### config.mk
export PLATFORM = sky130hd
export DESIGN_NAME = dds_mod_ctrl
export DESIGN_NICKNAME = d
export VERILOG_FILES = /design/src/rtl/dds_mod_ctrl.sv
export SDC_FILE = /design/constraint.sdc
export NUM_CORES = 1
export LEC_CHECK = 0
export ABC_AREA = 0
export CAP_MARGIN = 25
export CORE_ASPECT_RATIO = 1.2
export CORE_MARGIN = 1
export CORE_UTILIZATION = 55
export DETAILED_ROUTE_END_ITERATION = 7
export DONT_BUFFER_PORTS = 1
export PLACE_DENSITY = 0.67
export SYNTH_ARGS = -nofsm -noshare
export SYNTH_HDL_FRONTEND = slang
export SYNTH_SLANG_ARGS = --single-unit
### constraint.sdc
create_clock -name clk -period 7.9 [get_ports clk]
set_input_delay 0.79 -clock clk [delete_from_list [all_inputs] [get_ports clk]]
set_output_delay 0.79 -clock clk [all_outputs]
set_load 0.02 [all_outputs]
### src/rtl/dds_mod_ctrl.sv
// dds_mod_ctrl: symbol-rate sequencer that holds the DDS in a BASK/BFSK/BPSK
// configuration for a programmed number of sample clocks per accepted data bit.
module dds_mod_ctrl #(
    parameter int               INC_W  = 6,
    parameter logic [INC_W-1:0] F0_INC = 6'd1,
    parameter logic [INC_W-1:0] F1_INC = 6'd2,
    parameter int               LEN_W  = 16
) (
    input  logic             clk,
    input  logic             rst_n,
    input  logic             i_start,
    input  logic             i_stop,
    input  logic [1:0]       i_mode,
    input  logic [LEN_W-1:0] i_sym_len,
    input  logic             i_sym_valid,
    input  logic             i_sym_data,
    output logic             o_sym_ready,
    output logic             o_dds_en,
    output logic             o_dds_clr,
    output logic [INC_W-1:0] o_phase_inc,
    output logic             o_invert,
    output logic             o_amp_gate,
    output logic             o_sym_strobe,
    output logic             o_busy,
    output logic             o_underrun
);

    // state | meaning
    // IDLE  | not transmitting, waiting for start
    // FETCH | DDS parked, waiting for the first symbol or recovering from underrun
    // RUN   | DDS running, counting down the current symbol
    typedef enum logic [1:0] {
        S_IDLE  = 2'd0,
        S_FETCH = 2'd1,
        S_RUN   = 2'd2
    } state_t;

    localparam logic [1:0] MODE_BFSK = 2'b01;
    localparam logic [1:0] MODE_BPSK = 2'b10;

    state_t             r_state, w_state_nx;
    logic [LEN_W-1:0]   r_cnt, w_cnt_nx;
    logic [LEN_W-1:0]   r_len, w_len_nx;
    logic [1:0]         r_mode, w_mode_nx;
    logic               r_stop_pend, w_stop_pend_nx;
    logic               r_dds_en, w_dds_en_nx;
    logic               r_dds_clr, w_dds_clr_nx;
    logic [INC_W-1:0]   r_phase_inc, w_phase_inc_nx;
    logic               r_invert, w_invert_nx;
    logic               r_amp_gate, w_amp_gate_nx;
    logic               r_sym_strobe, w_sym_strobe_nx;
    logic               r_busy, w_busy_nx;
    logic               r_underrun, w_underrun_nx;

    logic               w_ready;
    logic               w_hs;
    logic               w_cnt_zero;
    logic               w_load;
    logic [INC_W-1:0]   w_cfg_inc;
    logic               w_cfg_inv;
    logic               w_cfg_amp;

    assign w_cnt_zero = (r_cnt == '0);

    // Ready is decoded from registered state so a same-cycle stop can veto the boundary accept.
    assign w_ready = (r_state == S_FETCH) ||
                     ((r_state == S_RUN) && w_cnt_zero && !r_stop_pend && !i_stop);
    assign w_hs    = i_sym_valid & w_ready;

    always_comb begin
        w_cfg_inc = F1_INC;
        w_cfg_inv = 1'b0;
        w_cfg_amp = 1'b1;
        case (r_mode)
            MODE_BFSK: w_cfg_inc = i_sym_data ? F1_INC : F0_INC;
            MODE_BPSK: w_cfg_inv = i_sym_data;
            default:   w_cfg_amp = i_sym_data;
        endcase
    end

    always_comb begin
        w_state_nx      = r_state;
        w_cnt_nx        = r_cnt;
        w_len_nx        = r_len;
        w_mode_nx       = r_mode;
        w_stop_pend_nx  = r_stop_pend;
        w_dds_en_nx     = r_dds_en;
        w_dds_clr_nx    = 1'b0;
        w_phase_inc_nx  = r_phase_inc;
        w_invert_nx     = r_invert;
        w_amp_gate_nx   = r_amp_gate;
        w_sym_strobe_nx = 1'b0;
        w_underrun_nx   = 1'b0;
        w_load          = 1'b0;

        case (r_state)
            S_IDLE: begin
                if (i_start) begin
                    w_mode_nx      = i_mode;
                    w_len_nx       = (i_sym_len == '0) ? LEN_W'(1) : i_sym_len;
                    w_stop_pend_nx = 1'b0;
                    w_dds_clr_nx   = 1'b1;
                    w_state_nx     = S_FETCH;
                end
            end
            S_FETCH: begin
                if (w_hs) begin
                    w_load         = 1'b1;
                    w_stop_pend_nx = i_stop;
                    w_state_nx     = S_RUN;
                end else if (i_stop) begin
                    w_stop_pend_nx = 1'b0;
                    w_dds_en_nx    = 1'b0;
                    w_amp_gate_nx  = 1'b0;
                    w_invert_nx    = 1'b0;
                    w_state_nx     = S_IDLE;
                end
            end
            S_RUN: begin
                if (!w_cnt_zero) begin
                    w_cnt_nx = r_cnt - LEN_W'(1);
                    if (i_stop) begin
                        w_stop_pend_nx = 1'b1;
                    end
                end else if (r_stop_pend || i_stop) begin
                    w_stop_pend_nx = 1'b0;
                    w_dds_en_nx    = 1'b0;
                    w_amp_gate_nx  = 1'b0;
                    w_invert_nx    = 1'b0;
                    w_state_nx     = S_IDLE;
                end else if (w_hs) begin
                    w_load = 1'b1;
                end else begin
                    w_underrun_nx = 1'b1;
                    w_dds_en_nx   = 1'b0;
                    w_amp_gate_nx = 1'b0;
                    w_state_nx    = S_FETCH;
                end
            end
            default: w_state_nx = S_IDLE;
        endcase

        if (w_load) begin
            w_cnt_nx        = r_len - LEN_W'(1);
            w_phase_inc_nx  = w_cfg_inc;
            w_invert_nx     = w_cfg_inv;
            w_amp_gate_nx   = w_cfg_amp;
            w_dds_en_nx     = 1'b1;
            w_sym_strobe_nx = 1'b1;
        end

        w_busy_nx = (w_state_nx != S_IDLE);
    end

    always_ff @(posedge clk or negedge rst_n) begin
        if (!rst_n) begin
            r_state <= S_IDLE;
        end else begin
            r_state <= w_state_nx;
        end
    end

    always_ff @(posedge clk or negedge rst_n) begin
        if (!rst_n) begin
            r_cnt        <= '0;
            r_len        <= '0;
            r_mode       <= '0;
            r_stop_pend  <= 1'b0;
            r_dds_en     <= 1'b0;
            r_dds_clr    <= 1'b0;
            r_phase_inc  <= '0;
            r_invert     <= 1'b0;
            r_amp_gate   <= 1'b0;
            r_sym_strobe <= 1'b0;
            r_busy       <= 1'b0;
            r_underrun   <= 1'b0;
        end else begin
            r_cnt        <= w_cnt_nx;
            r_len        <= w_len_nx;
            r_mode       <= w_mode_nx;
            r_stop_pend  <= w_stop_pend_nx;
            r_dds_en     <= w_dds_en_nx;
            r_dds_clr    <= w_dds_clr_nx;
            r_phase_inc  <= w_phase_inc_nx;
            r_invert     <= w_invert_nx;
            r_amp_gate   <= w_amp_gate_nx;
            r_sym_strobe <= w_sym_strobe_nx;
            r_busy       <= w_busy_nx;
            r_underrun   <= w_underrun_nx;
        end
    end

    assign o_sym_ready  = w_ready;
    assign o_dds_en     = r_dds_en;
    assign o_dds_clr    = r_dds_clr;
    assign o_phase_inc  = r_phase_inc;
    assign o_invert     = r_invert;
    assign o_amp_gate   = r_amp_gate;
    assign o_sym_strobe = r_sym_strobe;
    assign o_busy       = r_busy;
    assign o_underrun   = r_underrun;

endmodule
**After elaboration in Yosys (flattened, before gate mapping)**

Index checks and enable logic that the tools add are counted.

- Logic and storage cells: 93
- Input port bits: 24
- Output and inout port bits: 14
- Bits in registers: 50

- Reductions and logical operators: 20
- Muxes and demuxes: 43
- Bitwise gates (word level): 1
- Add/sub/neg operators: 2
- Eq/ne operators: 14

Operators with widths:

| kind | number |
|---|---|
| $mux 16 | 4 |
| $logic_not 16->1 | 2 |
| $sub 16x1->16 const B | 2 |
| $mux 1 | 26 |
| $mux 2 | 8 |
| $ne 3x3->1 const B | 5 |
| $reduce_and 5->1 | 3 |
| $ne 3x2->1 const B | 2 |
| $pmux 1 s2 | 3 |
| $pmux 2 s3 | 1 |
| $reduce_bool 3->1 | 2 |
| $eq 2x1->1 const B | 2 |
| $eq 2x2->1 const B | 2 |
| $ne 4x3->1 const B | 1 |
| $reduce_and 2->1 | 2 |
| $reduce_bool 2->1 | 2 |
| $logic_and 1x1->1 | 3 |
| $pmux 1 s3 | 1 |
| $logic_not 1->1 | 2 |
| $logic_not 2->1 | 1 |
| $logic_or 1x1->1 | 2 |
| $ne 2x1->1 const B | 1 |
| $ne 2x2->1 const B | 1 |
| $reduce_or 2->1 | 1 |
| $and 1x1->1 | 1 |

**Longest topological paths before layout**

- Word-level depth: 12
- Depth in mapped cells: 15
- Depth with buffers taken out: 14

**Least setup slack after synthesis**

No wires, ideal clock.

- Path type: register to register
- Start: register r_cnt[14]
- End: register r_cnt[14]
- Stages on the path, launching flop included: 15
- Path slack: 3.985 ns
- Required time: 7.774 ns
- Period minus slack after synthesis: 3.915 ns
- Setup time: 0.126 ns
- Buffers on the path: 4
- Data arrival time: 3.789 ns
- Path through: dfrtp_1 > or4_4 > or4_4 > buf_6 > o21a_4 > buf_6 > buf_6 > a21oi_2 > ha_1 > or3b_2 > or4_1 > clkbuf_1 > nor4_2 > xnor2_1 > mux2i_1

- Word-level cells in the longest chain between the ends: 12
- Elaborated cells on any way between the ends: 17
- Those cells by class: 1 x add/sub; 1 x eq/ne; 7 x mux; 1 x bitwise; 7 x reduce/logical

Ends and longest elaborated chain:

| what | RTL line | source |
|---|---|---|
| start, declared | 42 | `logic [LEN_W-1:0] r_cnt, w_cnt_nx;` |
| start signal, assigned | 178 | `r_cnt <= w_cnt_nx;` |
| $logic_not 16->1 | 63 | `assign w_cnt_zero = (r_cnt == '0);` |
| $logic_and 1x1->1 (3 in series) | 67 | `((r_state == S_RUN) && w_cnt_zero && !r_stop_pend && !i_stop);` |
| $logic_or 1x1->1 | 66 | `assign w_ready = (r_state == S_FETCH) \|\|` |
| $and 1x1->1 | 68 | `assign w_hs = i_sym_valid & w_ready;` |
| $mux 1 | 107, 131 |  |
| $mux 1 | 125 | `end else if (r_stop_pend \|\| i_stop) begin` |
| $mux 1 | 120 | `if (!w_cnt_zero) begin` |
| $pmux 1 s2 | 96 | `case (r_state)` |
| $ne 2x1->1 (no line) / $reduce_bool 2->1 (equally long branches) | -- |  |
| $reduce_and 2->1 (no line) | -- |  |

Parallel ways exist; a longest one is shown, timed or not. The select of a mux whose other input is x is not followed.
A chain may end at the register's enable or synchronous reset.

**Final worst setup path**

- Start: register r_state[0]
- End: register r_cnt[12]

- Word-level cells in the longest chain between the ends: 12
- Elaborated cells on any way between the ends: 15
- Those cells by class: 3 x eq/ne; 5 x mux; 1 x bitwise; 6 x reduce/logical

Ends and longest elaborated chain:

| what | RTL line | source |
|---|---|---|
| start, declared | 41 | `state_t r_state, w_state_nx;` |
| start signal, assigned | 159 | `r_state <= w_state_nx;` |
| $eq 2x2->1 | 67, 96 |  |
| $logic_and 1x1->1 (3 in series) | 67 |  |
| $logic_or 1x1->1 | 66 |  |
| $and 1x1->1 | 68 |  |
| $mux 1 | 107, 131 |  |
| $mux 1 | 125 |  |
| $mux 1 | 120 |  |
| $pmux 1 s2 | 96 |  |
| $ne 2x1->1 (no line) / $reduce_bool 2->1 (equally long branches) | -- |  |
| $reduce_and 2->1 (no line) | -- |  |

Parallel ways exist; a longest one is shown, timed or not.

==> impl_results.md <==
* Worst Path Arrival at 4.58 ns
* Nets at 286
* Mapped Cells at 263
* Fin. max-slew vios at 0
* Crit. End Element: flop
* Post-DR vias/cell at 6.27
* Sequential Area at 1150 um2
* Core Footprint at 4630 um2
* Synthesized area at 2670 um2
* Outcome: finished, final reports clean
* Reg2Reg Setup Slack at 3.50 ns
* Crit Path Category: reg2reg
* # setup viols final at 0
* Hpwl dp at 3.70 mm
* Via Count at 1957
* Req. time, crit path at 8.07 ns
* Root Buffer: clkbuf_8
* Global route total overflow at 0
* Die width at 65.6 um
* Crit path cell chain: inv_1 > ha_1 > nor3b_1 > nand4_1 > o21a_4 > clkinv_2 > mux2i_1 > ha_1 > or3b_2 > or4_1 > o21a_1 > nor3_1 > a31oi_1
* Pin count of the biggest net entering global routing at 47
* Iteration count of the initial detailed-routing pass at 5
* RSZ-0062 raised after global routing: no
* Starting Density at 57.7%
* First-pass GRT wire length at 9.15 mm
* Drt drc at 0
* Power per Cell Area at 364 nW/um2
* Leakage power at 1.02 nW
* Routed wire length at 5.10 mm
* Port Buf Inserts at 0
* DRT antenna net count at 0
* Die area at 5140 um2
* Max-capacitance violation count at 0
* CP dominant cell by count: ha_1
* Crit-path max cell delay at 0.65 ns
* Seq/Total Area, Yosys at 43.1%
* Largest buffer count on any clock path at 2
* Relative slew slack at 36.9%
* Routed length per instance at 16.3 um
* GRT Total Usage at 23.3%
* Multi-input gate area at 1360 um2
* CTS sink cnt at 46
* Setup Buffers After CTS at 0
* Ys Warns at 0
* H-tree levels at 2
* DRC marker count from the first detailed-route iteration at 125
* Row count at 27
* Post-synth EDFFs at 0
* Startpoint types: flop
* Ys flop type: dfrtp_1
* Worst-path clk slew at 0.09 ns
* CTS tree: yes
* Routability cong. at 0.870
* Cts hold-fix bufs at 0
* Seq cells post-synth at 46
* Worst-Skew Late Latency at 0.30 ns
* Initial antenna violation count at 0
* Max IR drop VDD at 0.213 mV
* Netlist cell types at 58
* CTS Buf Count at 5
* Ys async rst share at 100%
* Synth-to-Final Area Change at 1.59%
* Count of final hold-check violations at 0
* Hold WC Path Type: in2async
* CP max stage cell: nor3b_1
* Post-Place Worst Slack at 3.54 ns
* Ratio of cells with drive above 1 in the final layout at 15.0%
* Max Fanout on Critical Path at 22
* Avg Cell Area, Syn at 10.2 um2
* Clock skew at 0.00898 ns
* Worst slew pin tran at 0.946 ns
* FILL cells at 416
* Vias in the first global route at 2013
* Final period util at 55.7%
* F_max at 227 MHz
* N_diodes at 0
* PnR worst setup slack at 3.50 ns
* IO Count at 38
* Die Y at 78.3 um
* Setup_tns at 0 ns
* Post-CTS sizing at 0
* Final worst path period need at 4.40 ns
## sequential cells by signal, indices dropped and copies added (netlist names), 2 cells and up
register	flops
r_len	16
o_phase_inc	2
r_state	2
r_mode	2
r_cnt	16
## cells by family (layout without fill, tap and decap cells)
kind of cell | Yosys count | in the layout | synth area share [%]
and+or+nand+nor | 80 | 80 | 16.5
other | 1 | 4 | 0.140
xor gates and xnor gates | 14 | 14 | 4.59
muxes | 17 | 17 | 7.07
buffers and inverters | 31 | 19 | 6.51
adders and majority gates | 7 | 7 | 3.28
DFF | 46 | 46 | 43.1
AOI/OAI and AO/OA | 67 | 67 | 18.8
## synthesized netlist by cell type (2+ instances only)
cell / number / area share [%]
buf_6: 5 / 2.1
o31ai_1: 4 / 1.1
mux2i_1: 2 / 0.75
o311ai_0: 2 / 0.66
a31oi_1: 3 / 0.70
ha_1: 7 / 3.3
o21ai_0: 12 / 2.2
or3_1: 10 / 2.3
and2_1: 3 / 0.70
nor4_2: 2 / 0.94
or2_2: 2 / 0.47
nand3_1: 7 / 1.3
nand2_1: 17 / 2.4
o41ai_1: 3 / 0.98
nor3_1: 9 / 1.7
buf_4: 5 / 1.4
a41oi_1: 2 / 0.66
a22oi_2: 4 / 1.9
or4_4: 2 / 0.84
xor2_1: 7 / 2.3
dfrtp_1: 46 / 43
o31a_1: 5 / 1.6
nor2_1: 13 / 1.8
xnor2_1: 7 / 2.3
inv_1: 12 / 1.7
a21oi_1: 9 / 1.7
or3b_2: 2 / 0.66
o221ai_1: 2 / 0.66
o21ai_1: 4 / 0.75
nor4_1: 3 / 0.70
clkbuf_1: 8 / 1.1
o21a_1: 2 / 0.56
mux2_2: 15 / 6.3
or4_1: 3 / 0.84
## cells in the final DEF (no fill, tap or decap), drive strengths merged, types with 6 or more instances in the layout
cell / count
a21oi: 10
clkbuf: 6
dfrtp: 46
ha: 7
inv: 12
mux2: 15
nand2: 17
nand3: 7
nor2: 13
nor3: 9
o21ai: 16
or3: 10
xnor2: 7
xor2: 7
## through the flow
step                      total power [mW]  cell area (um2)  instances  hold slack, ns  utilization [%]
after floorplan                      0.775             2680        266           0.494                -
after global placement               0.839             2630        306           0.495             56.9
after global routing                  1.07             2710        312           0.154             58.6
after detailed placement             0.848             2630        306           0.495             56.9
after CTS                            0.992             2710        312           0.167             58.6
final                                0.988             2710        312           0.175             58.6
## critical path: cells and delay by family, from the launching register on
family	cells	cell delay, ns
AND/OR/NAND/NOR	5	2.05
buffers and inverters	2	0.38
flip-flops	1	0.44
adder cells (fa/ha/maj)	2	0.58
multiplexers	1	0.23
AO/OA/AOI/OAI	3	0.60
## report_power, final
group | internal (mW) | total [mW] | switching (mW)
Combinational | 0.182 | 0.383 | 0.201
Clock | 0.0676 | 0.142 | 0.0748
Sequential | 0.342 | 0.462 | 0.121
Total | 0.592 | 0.988 | 0.396
## per-layer routing
layer,global-route usage [%],wire (um),vias up
li1,-,-,941
met1,31.8,2480,957
met2,35.6,2340,50
met3,4.65,209,9
met4,9.78,76,0
met5,0,0,-
## final timing paths
kind / start / end / cells after the start
max: r_state[0] / r_cnt[12] / 13
min: rst_n / r_stop_pend / 0
max reg2reg: r_state[0] / r_cnt[12] / 13
min reg2reg: r_len[15] / r_len[15] / 1
max in group asynchronous: rst_n / r_len[9] / 0
min in group clk: r_len[15] / r_len[15] / 1
## final cells by class
class	count	area share (%)
clock buffers	6	3.04
well taps	58	2.67
flip-flops and latches	46	42.4
multi-input cells	189	50.0
inverters	13	1.84
Power figures use the tool's default switching activity.
